**src/rtl/uart_xcvr_core_if.sv**
```systemverilog
// Byte-level handshake bundle of the UART core: TX valid/ready input side and
// the first-word-fall-through RX FIFO head.
interface uart_xcvr_core_if;
  logic [7:0] tx_data;
  logic       tx_valid;
  logic       tx_ready;
  logic [7:0] rx_data;
  logic [1:0] rx_err;
  logic       rx_valid;
  logic       rx_pop;

  modport master (output tx_data, tx_valid, rx_pop,
                  input  tx_ready, rx_data, rx_err, rx_valid);
  modport slave  (input  tx_data, tx_valid, rx_pop,
                  output tx_ready, rx_data, rx_err, rx_valid);
endinterface

```
**src/rtl/uart_xcvr_core.sv**
```systemverilog
// UART transceiver: 16x oversampled RX with FIFO, timeout and saturating stats.
// Define UART_LOOPBACK_EN to add cfg_loopback (internal txd -> receiver path).
module uart_xcvr_core #(
  parameter int RX_FIFO_DEPTH = 8,
  parameter int CNT_W         = 16,
  parameter int DIV_W         = 16
) (
  input  logic             mclk,
  input  logic             rst,
  uart_xcvr_core_if.slave  bus,
  input  logic [DIV_W-1:0] cfg_divisor,
  input  logic [1:0]       cfg_data_bits,
  input  logic             cfg_parity_en,
  input  logic             cfg_even_par,
  input  logic             cfg_stop2,
  input  logic [7:0]       cfg_timeout,
`ifdef UART_LOOPBACK_EN
  input  logic             cfg_loopback,
`endif
  output logic             txd,
  input  logic             rxd,
  output logic             rx_timeout,
  input  logic             cnt_clr,
  output logic [CNT_W-1:0] rx_cnt,
  output logic [CNT_W-1:0] tx_cnt,
  output logic [CNT_W-1:0] par_err_cnt,
  output logic [CNT_W-1:0] frm_err_cnt,
  output logic [CNT_W-1:0] ovr_cnt
);
  localparam int AW = $clog2(RX_FIFO_DEPTH);

  typedef enum logic [2:0] {S_IDLE, S_START, S_DATA, S_PAR, S_STOP1, S_STOP2} state_t;

  // ---------------- baud tick ----------------
  logic [DIV_W-1:0] div_q, div_d;
  logic             tick;
  always_comb begin
    tick  = (div_q >= cfg_divisor);
    div_d = tick ? '0 : div_q + 1'b1;
  end

  // ---------------- transmitter ----------------
  state_t     tx_st_q;
  logic [3:0] tx_ph_q;
  logic [2:0] tx_bit_q, tx_last_q;
  logic [7:0] tx_sh_q, tx_mask, tx_masked;
  logic       tx_par_q, tx_pen_q, tx_s2_q, txd_q, tx_rdy_q;
  logic       tx_bit_end, tx_done;

  always_comb begin
    tx_mask    = 8'hff >> (2'd3 - cfg_data_bits);
    tx_masked  = bus.tx_data & tx_mask;
    tx_bit_end = tick && (tx_ph_q == 4'hf);
    tx_done    = tx_bit_end && ((tx_st_q == S_STOP1 && !tx_s2_q) || tx_st_q == S_STOP2);
  end

  always_ff @(posedge mclk) begin
    if (rst) begin
      tx_st_q <= S_IDLE; tx_ph_q <= '0; tx_bit_q <= '0; tx_last_q <= '0;
      tx_sh_q <= '0; tx_par_q <= 1'b0; tx_pen_q <= 1'b0; tx_s2_q <= 1'b0;
      txd_q   <= 1'b1; tx_rdy_q <= 1'b1;
    end else begin
      if (tick && tx_st_q != S_IDLE) tx_ph_q <= tx_ph_q + 4'd1;
      case (tx_st_q)
        S_IDLE: if (bus.tx_valid) begin
          tx_st_q   <= S_START;
          tx_rdy_q  <= 1'b0;
          txd_q     <= 1'b0;
          tx_ph_q   <= '0;
          tx_sh_q   <= tx_masked;
          tx_last_q <= {1'b1, cfg_data_bits};
          tx_par_q  <= ^tx_masked ^ ~cfg_even_par;
          tx_pen_q  <= cfg_parity_en;
          tx_s2_q   <= cfg_stop2;
        end
        S_START: if (tx_bit_end) begin
          tx_st_q <= S_DATA; txd_q <= tx_sh_q[0]; tx_sh_q <= tx_sh_q >> 1; tx_bit_q <= '0;
        end
        S_DATA: if (tx_bit_end) begin
          if (tx_bit_q == tx_last_q) begin
            tx_st_q <= tx_pen_q ? S_PAR : S_STOP1;
            txd_q   <= tx_pen_q ? tx_par_q : 1'b1;
          end else begin
            txd_q <= tx_sh_q[0]; tx_sh_q <= tx_sh_q >> 1; tx_bit_q <= tx_bit_q + 3'd1;
          end
        end
        S_PAR:   if (tx_bit_end) begin tx_st_q <= S_STOP1; txd_q <= 1'b1; end
        S_STOP1: if (tx_bit_end) begin
          tx_st_q <= tx_s2_q ? S_STOP2 : S_IDLE; tx_rdy_q <= !tx_s2_q;
        end
        S_STOP2: if (tx_bit_end) begin tx_st_q <= S_IDLE; tx_rdy_q <= 1'b1; end
        default: tx_st_q <= S_IDLE;
      endcase
    end
  end

  // ---------------- receiver input path ----------------
  logic       rx_in;
`ifdef UART_LOOPBACK_EN
  assign rx_in = cfg_loopback ? txd_q : rxd;
  assign txd   = cfg_loopback ? 1'b1 : txd_q;
`else
  assign rx_in = rxd;
  assign txd   = txd_q;
`endif

  // [0],[1] synchronizer, [2] previous synced value for edge detect
  logic [2:0] rx_sync_q, rx_sync_d;
  logic       rx_bit, rx_fall;
  always_comb begin
    rx_sync_d = {rx_sync_q[1:0], rx_in};
    rx_bit    = rx_sync_q[1];
    rx_fall   = rx_sync_q[2] && !rx_sync_q[1];
  end

  // ---------------- receiver FSM ----------------
  state_t     rx_st_q;
  logic [3:0] rx_ph_q;
  logic [2:0] rx_bit_q, rx_last_q;
  logic [7:0] rx_sh_q;
  logic       rx_pen_q, rx_even_q, rx_s2_q, rx_perr_q, rx_ferr_q;
  logic       rx_smp, rx_start, push, push_ferr;

  always_comb begin
    rx_smp    = tick && (rx_ph_q == 4'd7);
    rx_start  = (rx_st_q == S_IDLE) && rx_fall;
    push      = rx_smp && ((rx_st_q == S_STOP1 && !rx_s2_q) || rx_st_q == S_STOP2);
    push_ferr = rx_ferr_q | ~rx_bit;
  end

  always_ff @(posedge mclk) begin
    if (rst) begin
      rx_st_q <= S_IDLE; rx_ph_q <= '0; rx_bit_q <= '0; rx_last_q <= '0; rx_sh_q <= '0;
      rx_pen_q <= 1'b0; rx_even_q <= 1'b0; rx_s2_q <= 1'b0; rx_perr_q <= 1'b0; rx_ferr_q <= 1'b0;
    end else begin
      if (tick && rx_st_q != S_IDLE) rx_ph_q <= rx_ph_q + 4'd1;
      case (rx_st_q)
        S_IDLE: if (rx_fall) begin
          rx_st_q   <= S_START; rx_ph_q <= '0; rx_sh_q <= '0;
          rx_perr_q <= 1'b0;    rx_ferr_q <= 1'b0;
          rx_last_q <= {1'b1, cfg_data_bits};
          rx_pen_q  <= cfg_parity_en; rx_even_q <= cfg_even_par; rx_s2_q <= cfg_stop2;
        end
        S_START: if (rx_smp) begin
          rx_st_q  <= rx_bit ? S_IDLE : S_DATA;
          rx_bit_q <= '0;
        end
        S_DATA: if (rx_smp) begin
          rx_sh_q[rx_bit_q] <= rx_bit;
          if (rx_bit_q == rx_last_q) rx_st_q <= rx_pen_q ? S_PAR : S_STOP1;
          else                       rx_bit_q <= rx_bit_q + 3'd1;
        end
        S_PAR: if (rx_smp) begin
          rx_perr_q <= rx_bit != (^rx_sh_q ^ ~rx_even_q);
          rx_st_q   <= S_STOP1;
        end
        S_STOP1: if (rx_smp) begin
          rx_ferr_q <= push_ferr;
          rx_st_q   <= rx_s2_q ? S_STOP2 : S_IDLE;
        end
        S_STOP2: if (rx_smp) rx_st_q <= S_IDLE;
        default: rx_st_q <= S_IDLE;
      endcase
    end
  end

  // ---------------- RX FIFO ----------------
  logic [9:0] mem_q [RX_FIFO_DEPTH];
  logic [AW:0] wp_q, wp_d, rp_q, rp_d;
  logic        empty, full, pop_ok, push_ok, ovr;
  logic [9:0]  head;

  always_comb begin
    empty   = (wp_q == rp_q);
    full    = (wp_q[AW] != rp_q[AW]) && (wp_q[AW-1:0] == rp_q[AW-1:0]);
    pop_ok  = bus.rx_pop && !empty;
    // a same-cycle pop frees the slot the push needs
    push_ok = push && (!full || pop_ok);
    ovr     = push && full && !pop_ok;
    wp_d    = wp_q + {{AW{1'b0}}, push_ok};
    rp_d    = rp_q + {{AW{1'b0}}, pop_ok};
    head    = mem_q[rp_q[AW-1:0]];
  end

  always_ff @(posedge mclk)
    if (push_ok) mem_q[wp_q[AW-1:0]] <= {rx_perr_q, push_ferr, rx_sh_q};

  assign bus.rx_valid = !empty;
  assign bus.rx_data  = empty ? 8'd0 : head[7:0];
  assign bus.rx_err   = empty ? 2'd0 : head[9:8];
  assign bus.tx_ready = tx_rdy_q;

  // ---------------- statistics: 0 rx, 1 tx, 2 par, 3 frm, 4 ovr ----------------
  logic [4:0][CNT_W-1:0] cnt_q, cnt_d;
  logic [4:0]            inc;
  always_comb begin
    inc = {ovr, push_ok && push_ferr, push_ok && rx_perr_q, tx_done, push_ok};
    for (int i = 0; i < 5; i++) begin
      cnt_d[i] = cnt_q[i];
      if (cnt_clr)                     cnt_d[i] = '0;
      else if (inc[i] && !(&cnt_q[i])) cnt_d[i] = cnt_q[i] + 1'b1;
    end
  end
  assign rx_cnt      = cnt_q[0];
  assign tx_cnt      = cnt_q[1];
  assign par_err_cnt = cnt_q[2];
  assign frm_err_cnt = cnt_q[3];
  assign ovr_cnt     = cnt_q[4];

  // ---------------- idle timeout ----------------
  logic [3:0] to_ph_q, to_ph_d;
  logic [7:0] to_bits_q, to_bits_d;
  logic       to_flag_q, to_flag_d, to_act;
  always_comb begin
    to_act    = bus.rx_valid && (rx_st_q == S_IDLE) && (cfg_timeout != 8'd0);
    to_ph_d   = to_ph_q;
    to_bits_d = to_bits_q;
    to_flag_d = to_flag_q;
    if (rx_start || pop_ok || !to_act) begin
      to_ph_d = '0; to_bits_d = '0;
    end else if (tick) begin
      to_ph_d = to_ph_q + 4'd1;
      if (to_ph_q == 4'hf) begin
        if (to_bits_q != 8'hff) to_bits_d = to_bits_q + 8'd1;
        if (to_bits_q + 8'd1 == cfg_timeout) to_flag_d = 1'b1;
      end
    end
    if (cnt_clr) to_flag_d = 1'b0;
  end
  assign rx_timeout = to_flag_q;

  always_ff @(posedge mclk) begin
    if (rst) begin
      div_q <= '0; rx_sync_q <= 3'b111; wp_q <= '0; rp_q <= '0; cnt_q <= '0;
      to_ph_q <= '0; to_bits_q <= '0; to_flag_q <= 1'b0;
    end else begin
      div_q <= div_d; rx_sync_q <= rx_sync_d; wp_q <= wp_d; rp_q <= rp_d; cnt_q <= cnt_d;
      to_ph_q <= to_ph_d; to_bits_q <= to_bits_d; to_flag_q <= to_flag_d;
    end
  end
endmodule

```
**src/flat_wrapper.sv**
```systemverilog
// flat-port wrapper written by rule: the top's interface ports become plain ports
module uart_xcvr_core_flat 
#(
  parameter int RX_FIFO_DEPTH = 8,
  parameter int CNT_W         = 16,
  parameter int DIV_W         = 16
)
  (mclk, rst, cfg_divisor, cfg_data_bits, cfg_parity_en, cfg_even_par, cfg_stop2, cfg_timeout, txd, rxd, rx_timeout, cnt_clr, rx_cnt, tx_cnt, par_err_cnt, frm_err_cnt, ovr_cnt, bus_tx_data, bus_tx_valid, bus_rx_pop, bus_tx_ready, bus_rx_data, bus_rx_err, bus_rx_valid);
  uart_xcvr_core_if bus_i ();
  input  logic mclk;
  input  logic rst;
  input  logic [DIV_W-1:0] cfg_divisor;
  input  logic [1:0] cfg_data_bits;
  input  logic cfg_parity_en;
  input  logic cfg_even_par;
  input  logic cfg_stop2;
  input  logic [7:0] cfg_timeout;
  output logic txd;
  input  logic rxd;
  output logic rx_timeout;
  input  logic cnt_clr;
  output logic [CNT_W-1:0] rx_cnt;
  output logic [CNT_W-1:0] tx_cnt;
  output logic [CNT_W-1:0] par_err_cnt;
  output logic [CNT_W-1:0] frm_err_cnt;
  output logic [CNT_W-1:0] ovr_cnt;
  input wire logic [$bits(bus_i.tx_data)-1:0] bus_tx_data;
  input wire logic [$bits(bus_i.tx_valid)-1:0] bus_tx_valid;
  input wire logic [$bits(bus_i.rx_pop)-1:0] bus_rx_pop;
  output wire logic [$bits(bus_i.tx_ready)-1:0] bus_tx_ready;
  output wire logic [$bits(bus_i.rx_data)-1:0] bus_rx_data;
  output wire logic [$bits(bus_i.rx_err)-1:0] bus_rx_err;
  output wire logic [$bits(bus_i.rx_valid)-1:0] bus_rx_valid;
  assign bus_i.tx_data = bus_tx_data;
  assign bus_i.tx_valid = bus_tx_valid;
  assign bus_i.rx_pop = bus_rx_pop;
  assign bus_tx_ready = bus_i.tx_ready;
  assign bus_rx_data = bus_i.rx_data;
  assign bus_rx_err = bus_i.rx_err;
  assign bus_rx_valid = bus_i.rx_valid;
  uart_xcvr_core #(.RX_FIFO_DEPTH(RX_FIFO_DEPTH), .CNT_W(CNT_W), .DIV_W(DIV_W)) u_core (.mclk(mclk), .rst(rst), .bus(bus_i), .cfg_divisor(cfg_divisor), .cfg_data_bits(cfg_data_bits), .cfg_parity_en(cfg_parity_en), .cfg_even_par(cfg_even_par), .cfg_stop2(cfg_stop2), .cfg_timeout(cfg_timeout), .txd(txd), .rxd(rxd), .rx_timeout(rx_timeout), .cnt_clr(cnt_clr), .rx_cnt(rx_cnt), .tx_cnt(tx_cnt), .par_err_cnt(par_err_cnt), .frm_err_cnt(frm_err_cnt), .ovr_cnt(ovr_cnt));
endmodule
```
**config.mk**
```make
export PLATFORM = sky130hd
export DESIGN_NAME = uart_xcvr_core_flat
export DESIGN_NICKNAME = d
export VERILOG_FILES = /design/src/rtl/uart_xcvr_core_if.sv /design/src/rtl/uart_xcvr_core.sv /design/src/flat_wrapper.sv
export SDC_FILE = /design/constraint.sdc
export NUM_CORES = 1
export LEC_CHECK = 0
export CAP_MARGIN = 20
export CORE_ASPECT_RATIO = 0.75
export CORE_MARGIN = 4
export CORE_UTILIZATION = 50
export DETAILED_ROUTE_END_ITERATION = 12
export GPL_TIMING_DRIVEN = 0
export PLACE_DENSITY = 0.72
export SYNTH_ARGS = -nofsm -noshare
export SYNTH_HDL_FRONTEND = slang
export SYNTH_SLANG_ARGS = --single-unit
```
**constraint.sdc**
```tcl
create_clock -name mclk -period 7.6 [get_ports mclk]
set_input_delay 1.14 -clock mclk [delete_from_list [all_inputs] [get_ports mclk]]
set_output_delay 1.14 -clock mclk [all_outputs]
set_load 0.01 [all_outputs]
```
==> results of run 1 <==
metal layers:
metal  vias up  routed length, microns  track usage [%]
met5         -                       0                0
met1      4516                   14400             34.8
li1       4583                       -                -
met4         0                     700             5.33
met2       303                   12600             32.5
met3        50                    1880             3.79
registers in the layout, indices dropped and copies added (netlist names), 8 cells and up:
| signal | count |
|---|---|
| u_core.div_q | 16 |
| u_core.ovr_cnt | 16 |
| u_core.frm_err_cnt | 16 |
| u_core.tx_cnt | 16 |
| u_core.par_err_cnt | 16 |
| u_core.rx_sh_q | 8 |
| u_core.rx_cnt | 16 |
| u_core.to_bits_q | 8 |
| u_core.mem_q | 80 |
| u_core.tx_sh_q | 8 |
final cells by class:
cell class / count / area, sq um / share of cell area (%)
multi-input combinational: 850 / 5740 / 39.5
sequential: 252 / 5850 / 40.3
clock inverter: 11 / 120 / 0.828
buffer: 50 / 215 / 1.48
inverter: 32 / 120 / 0.828
timing repair buffer: 139 / 1390 / 9.56
tap: 300 / 375 / 2.59
clock buffer: 35 / 714 / 4.92
where the power goes:
group / total [mW] / internal (mW) / switching, mW
Clock: 1.25 / 0.728 / 0.520
Combinational: 0.162 / 0.0722 / 0.0894
Sequential: 1.41 / 1.39 / 0.0119
Total: 2.82 / 2.19 / 0.622
cell families (layout without fill, tap and decap cells):
kind of cell,Yosys count,after routing,share of synthesized area (%)
AOI/OAI and AO/OA,157,157,8.54
xor gates and xnor gates,123,123,9.07
adders and majority gates,32,32,3.37
buffers and inverters,82,267,2.82
DFF,252,252,49.2
muxes,46,46,6.05
and+or+nand+nor,492,492,20.9
synthesized netlist by cell type (all sizes together) (4+ instances only):
| cell | count | share of area [%] |
|---|---|---|
| a21o | 4 | 0.26 |
| dfxtp | 172 | 29 |
| mux4 | 20 | 3.8 |
| nand2 | 79 | 2.5 |
| nor2 | 148 | 4.7 |
| nand3b | 5 | 0.32 |
| mux2 | 6 | 0.57 |
| ha | 32 | 3.4 |
| a211oi | 5 | 0.40 |
| o21ai | 34 | 1.4 |
| o211ai | 9 | 0.57 |
| and4 | 4 | 0.29 |
| or3 | 21 | 1.1 |
| nor3b | 7 | 0.44 |
| a31oi | 4 | 0.21 |
| a2111oi | 5 | 0.53 |
| nand3 | 57 | 2.4 |
| nand4 | 42 | 2.2 |
| edfxtp | 80 | 20 |
| xor2 | 69 | 5.1 |
| or2 | 7 | 0.37 |
| or4 | 4 | 0.28 |
| o31ai | 6 | 0.38 |
| and2 | 9 | 0.48 |
| nor4 | 7 | 0.42 |
| buf | 14 | 0.67 |
| mux2i | 20 | 1.7 |
| clkbuf | 36 | 1.1 |
| xnor2 | 54 | 4.0 |
| inv | 32 | 1.0 |
| nand2b | 19 | 1.0 |
| nor3 | 23 | 0.97 |
| a21oi | 60 | 2.5 |
| nor2b | 17 | 0.90 |
| and3 | 33 | 1.7 |
| o41ai | 4 | 0.29 |
worst max path at each step:
stage / end / slack (ns) / cells past startpoint
3_5_place_dp: u_core.mem_q[7][4]$_DFFE_PP_ / 2.31 / 11
5_1_grt: u_core.mem_q[7][2]$_DFFE_PP_ / 2.73 / 11
4_1_cts: u_core.mem_q[7][6]$_DFFE_PP_ / 2.85 / 11
3_3_place_gp: u_core.mem_q[2][3]$_DFFE_PP_ / 1.70 / 9
2_1_floorplan: u_core.mem_q[4][0]$_DFFE_PP_ / 3.43 / 8
6_report: u_core.mem_q[7][5]$_DFFE_PP_ / 2.90 / 11
critical path: stages:
cell                              delay, ns
sky130_fd_sc_hd__clkdlybuf4s50_1       0.46
sky130_fd_sc_hd__inv_1                 0.04
sky130_fd_sc_hd__ha_1                  0.30
sky130_fd_sc_hd__nand4_1               0.21
sky130_fd_sc_hd__a211oi_2              0.24
sky130_fd_sc_hd__a32oi_2               0.35
sky130_fd_sc_hd__a211o_2               0.53
sky130_fd_sc_hd__inv_2                 0.21
sky130_fd_sc_hd__buf_2                 0.33
sky130_fd_sc_hd__nand2_1               0.19
sky130_fd_sc_hd__nor2_1                0.84
stage by stage:
stage	setup WS (ns)	power [mW]	hold WS [ns]	util (%)
2_1_floorplan	3.43	1.53	0.389	-
3_3_place_gp	1.70	1.59	0.393	58.7
3_5_place_dp	2.31	1.60	0.394	59.0
4_1_cts	2.85	2.83	0.406	62.6
5_1_grt	2.73	2.92	0.419	62.6
6_report	2.90	2.82	0.402	62.6
==> summary.md, run 1 <==
The clock reaches the later pin of the worst-skew pair after 0.53 ns. The run gives 47900 microns as the first-pass GRT wire length. In the finished design, the share of the clock period the worst path needs comes to 61.8%. The tools report the number of global-route vias before repair as 8903. The type of the tightest min-delay check was register to register. The critical path starts at cfg_divisor[15]. The data arrival time at the worst-slack endpoint is 4.85 ns, and the layout net count is 1425.

Across the run, the number of max-cap violations was 0. Clock-pin slew was measured on the worst setup and hold paths at 0.07 ns. The run gives 1860 as the number of fill cells. The die extent in x works out to 186 microns. The library cell used most frequently in the layout, excluding fill and tap cells, is sky130_fd_sc_hd__dfxtp_1. The congestion estimate from routability-driven global placement came to 0.883.

TritonCTS created 25 clock buffers. The worst setup path is launched from a primary input. The total overflow left after global routing is 0.

For this block, the initial DRC count from the detailed router was 755. The post-layout instance area is 14500 sq um. For this run, asynchronously set or reset flops after synthesis account for 0%. In this run the post-CTS setup repair buffer count came out at 0. The number of instances in the synthesized netlist came out at 1184.

The clock tree skew after final layout was 0.0159 ns; the layout overhead on the synthesized area was 22.2%. The root buffer cell chosen for the clock tree is sky130_fd_sc_hd__clkbuf_16. The worst setup path is captured at a register.

The CTS sink count was 252; the number of synthesized register bits was 252. The sequential element share of the synthesized area was 49.2%. After detailed routing, the average wire length per cell comes to 17.8 microns.

The tools report the number of hold-slack violations in the final timing report as 0. The die is 141 microns tall. The fraction of layout instances using a drive strength above 1 is 8.33%, and the number of input and output port buffers inserted is 136.

The global routing usage summed across all routing layers was 22.4%; the post-detailed-route via-to-cell ratio was 5.66. The floorplan has 48 rows. In this run the cell area of the synthesized design comes to 11900 sq um.

The floorplan step defined a die boundary enclosing 26300 sq um. Pin placement for this block handled 137 I/O pins. TritonCTS built the clock tree. The tools report the terminus of the critical flop-to-flop path as u_core.mem_q[7][5]$_DFFE_PP_.

Summing all placed instances gives a cell area of 13700 sq um. Setup slack on the worst reg-to-reg path comes out at 3.65 ns. Setup violations remaining at the end of the flow were counted as 0. Leaving out fill and tap cells, the most frequent cells in the layout are sky130_fd_sc_hd__dfxtp_1, sky130_fd_sc_hd__nor2_1, sky130_fd_sc_hd__clkdlybuf4s50_1. During synthesis, Yosys emitted a total of 0 warnings. The count of unresolved DRC violations after routing was 0; the number of nets still failing antenna checks after routing was 0. Number of cells on the worst hold path: 1. For the worst setup path, the data required time is 7.75 ns. Setup repair after global routing left no endpoint under its margin. The pre-antenna-repair detailed-routing pass consisted of 5 iterations. Buffers inserted to repair hold after CTS numbered 0. The startpoint of the worst-slack reg-to-reg timing path is u_core.div_q[13]$_SDFF_PP0_. The synthesized design contains 80 enable-type register cells. The per-instance average area after synthesis is 10.0 sq um, and the largest driver fanout on the critical path is 10. The detailed-placement wirelength estimate is 21300 microns, and the number of unique standard cell types used by synthesis is 70. In this run, post-CTS repair resized a total of 0 instances. The slew at the pin closest to its max-slew limit is 1.11 ns.

After floorplanning, the core was sized to cover 23200 sq um. The run gives 1 as the initial antenna violation count. VDD sags by at most 160 uV.

For hold timing, the worst endpoint is u_core.rx_sync_q[1]$_SDFF_PP1_. The run gives 26.1% as the relative slew slack. The repair_antennas step left the layout with diodes totalling 0.

Static timing analysis puts the maximum clock frequency at 213 MHz. Summing over every cut layer, the via total after detailed routing is 9452. The run gives 0 as the max-slew violation total from the final report. For the leakage power figure, the log shows 5.18 nW. Power spread over the standard cell area amounts to 194 nW/um^2.

For this run, the number of standard cells in the final layout without fillers is 1669. The worst register-to-register path has a depth of 9. For the finished layout, the period the worst path requires is 4.70 ns. The logs give 1259 for the synthesized netlist net count and 1 for the CTS H-tree depth. The flow ran to the end, and the final reports show no timing, DRC or antenna violations. For the initial standard-cell utilization of the core, the log shows 51.2%. Beginning of the worst hold path: u_core.rx_sync_q[0]$_SDFF_PP1_.

For the maximum clock path buffer count, the log shows 3. The commonest register cell after synthesis is sky130_fd_sc_hd__dfxtp_1. Setup total negative slack on the finished layout was measured at 0 ns.

The number of placed instances, taps included, is 1623. The largest net degree at the start of global routing is 15. The class of the most critical setup path is primary input to register. For this block, the routed nets add up to 29600 microns of wire.
(Power assumes the default switching activity.)
==> run 2: changes to the inputs <==
PLACE_DENSITY = 0.75   (was 0.72)
clock period = 4.25 ns   (was 7.6 ns; I/O delays follow)
==> run 2 against run 1 <==
Effect of this change: critical path depth grew 1; design area grew 0.25%; power grew 78%; die area is the same; flip-flop and latch count is the same; largest cell class unchanged; routed wire length grew 0.55%; sequential share of layout area shrank 0.10 points; non-clock buffer count grew 5; register-to-register slack lost 3.2 ns; cell count grew 0.24%; clock skew grew 0.014 ns.
==> summary.md, run 2 (synthesis results as in run 1) <==
The achievable frequency came out at 245 MHz. Post-layout instance area: 14600 sq um (was 14500 sq um). Leading cell types in the layout, fill and taps excluded: sky130_fd_sc_hd__dfxtp_1, sky130_fd_sc_hd__nor2_1, sky130_fd_sc_hd__clkdlybuf4s50_1 (unchanged).

Critical path capture point type: a register (unchanged). Number of global-route vias before repair: 9005 (was 8903). Startpoint kind of the worst setup timing path: a primary input (unchanged).

The number of nets still failing antenna checks after routing came out at 0 (unchanged). Number of flip-flops in the largest register: 80 (unchanged). The logs give 1673 (was 1669) for the count of non-filler cells in the finished layout and 0 (unchanged) for the count of antenna diodes in the layout.

The global placer's final weighted congestion was 0.869 (was 0.883); the clock network latency to the later pin of the worst-skew pair was 0.53 ns (about the same). The total power draw was 5.00 mW (was 2.82 mW); the time the worst path needs with I/O delays and setup was 4.08 ns. The sum of routed wire length over all layers was 29800 microns (was 29600 microns); the minimum hold slack was 0.421 ns (was 0.402 ns). The largest driver fanout on the critical path came out at 10 (unchanged). The tools report the final cell utilization of the core as 62.8% (was 62.6%). Type of the tightest min-delay check: register to register (unchanged). The number of input and output port buffers inserted was 136 (unchanged). The count of TritonRoute iterations in the first routing pass was 5 (unchanged); the number of fill cells was 1880 (was 1860).

The detailed-placement wirelength estimate is 21700 microns (was 21300 microns), and the max-slew violation total from the final report is 0 (unchanged). The storage element area was 5850 sq um (unchanged); the fraction of layout instances using a drive strength above 1 was 8.38% (was 8.33%). The layout net count came out at 1430 (was 1425).

The relative slew slack is 28.4% (was 26.1%), and the layout overhead on the synthesized area is 22.5% (was 22.2%). The initial antenna violation count is 0 (was 1), and the share of the cycle needed by the critical path after routing is 95.9%. The logs give 26300 sq um (unchanged) for the area of the die and 25 (unchanged) for the number of buffers created by CTS.

The slew at the pin closest to its max-slew limit came out at 1.07 ns (was 1.11 ns). Die height: 141 microns (unchanged). Setup repair after global routing left no endpoint under its margin. The post-detailed-route via-to-cell ratio is 5.73 (was 5.66), and the clock-pin slew of the registers on the worst-case setup and hold paths is 0.06 ns (was 0.07 ns). The root cell of the clock tree was sky130_fd_sc_hd__clkbuf_16 (unchanged).

The CTS H-tree depth was 1 (unchanged). The largest net degree at the start of global routing is 16 (was 15), and the maximum clock path buffer count is 3 (unchanged). Global routing usage summed across all routing layers: 22.5% (was 22.4%). For the leakage power figure, the log shows 5.19 nW (was 5.18 nW).

TritonCTS built the clock tree. The tools report the number of endpoints failing setup at the final stage as 0 (unchanged). The clock tree skew after final layout is 0.0298 ns (was 0.0159 ns). The logs give 4.32 ns (was 4.85 ns) for the data arrival time at the worst-slack endpoint and 0 (unchanged) for the remaining global-route overflow. The first-iteration detailed-routing DRC count was 835 (was 755); the detail-routed net length per standard cell was 17.8 microns (about the same). The number of hold-slack violations in the final timing report is 0 (unchanged). The final worst setup slack is 0.174 ns (was 2.90 ns), and the maximum vdd drop is 242 uV (was 160 uV). The CTS sink count was 252 (unchanged); the top-level I/O count was 137 (unchanged). The run finished with clean final reports.

The power density relative to cell area was 344 nW/um^2 (was 194 nW/um^2); the setup slack at placement was -0.517 ns (was 2.31 ns). The number of setup buffers added after CTS is 0 (unchanged), and the count of unresolved DRC violations after routing is 0 (unchanged). The tools report the placement-stage cell area as 13700 sq um (about the same).

The multi-input combinational cell area is 5750 sq um (was 5740 sq um). The total instance count after detailed placement came out at 1627 (was 1623). The floorplan row count was 48 (unchanged). The run gives 0 ns (unchanged) as the final sum of negative setup slack. Number of maximum-capacitance constraint violations: 0 (unchanged). The initial standard-cell utilization of the core came out at 51.2% (unchanged). For the first-pass GRT wire length, the log shows 48300 microns (was 47900 microns). The class of the most critical setup path is primary input to register (unchanged). The placeable core area was 23200 sq um (unchanged); the die extent in x was 186 microns (unchanged).

The run gives 4.49 ns (was 7.75 ns) as the critical path data required time. The most frequent standard cell in the layout excluding fill and tap cells was sky130_fd_sc_hd__dfxtp_1 (unchanged). The via count is 9589 (was 9452).
## run 2: changes by cell type in the layout (fill, tap and decap cells not counted), sizes merged
cell and delta:
bufinv +1, clkbuf -3, buf +5, clkinvlp +1
clkinv +1, inv -1
## run 2: final cells by class
cell class,instances,area share [%]
inverter,32,0.825
clock inverter,13,0.989
buffer,50,1.48
clock buffer,32,4.55
timing repair buffer,144,9.92
tap,300,2.58
multi-input combinational,850,39.5
sequential,252,40.2
## run 2: worst max-delay path: stages
cell and delay, ns:
sky130_fd_sc_hd__clkdlybuf4s50_1 0.47, sky130_fd_sc_hd__inv_1 0.05, sky130_fd_sc_hd__ha_1 0.32, sky130_fd_sc_hd__nand4_1 0.24, sky130_fd_sc_hd__a211oi_2 0.24, sky130_fd_sc_hd__a32oi_2 0.34
sky130_fd_sc_hd__a211o_2 0.52, sky130_fd_sc_hd__inv_2 0.19, sky130_fd_sc_hd__buf_2 0.29, sky130_fd_sc_hd__nand2_1 0.23, sky130_fd_sc_hd__nor3_2 0.55, sky130_fd_sc_hd__buf_6 0.22
## run 2: worst paths after layout
kind	depth (start not counted)	end	start	slack, ns
max reg2reg	10	u_core.mem_q[1][5]$_DFFE_PP_	u_core.div_q[13]$_SDFF_PP0_	0.47
min reg2reg	1	u_core.rx_sync_q[1]$_SDFF_PP1_	u_core.rx_sync_q[0]$_SDFF_PP1_	0.42
min	1	u_core.rx_sync_q[1]$_SDFF_PP1_	u_core.rx_sync_q[0]$_SDFF_PP1_	0.42
max	12	u_core.mem_q[1][5]$_DFFE_PP_	cfg_divisor[15]	0.17
## run 2: per-layer routing
metal / up-vias / track usage, % / wire length [microns]
met5: - / 0 / 0
met4: 0 / 4.71 / 468
met3: 39 / 3.61 / 1960
met2: 343 / 33.6 / 13100
met1: 4617 / 34.8 / 14300
li1: 4590 / - / -
## run 2: repair_timing
action	CTS	global route
hold buffers	0	0
endpoints found under the setup margin	10	6
resized for setup	1	1
## run 2: power by group
group          switching, mW  internal, mW
sequential            0.0205          2.49
combinational          0.163         0.130
clock                  0.913          1.28
total                   1.10          3.91
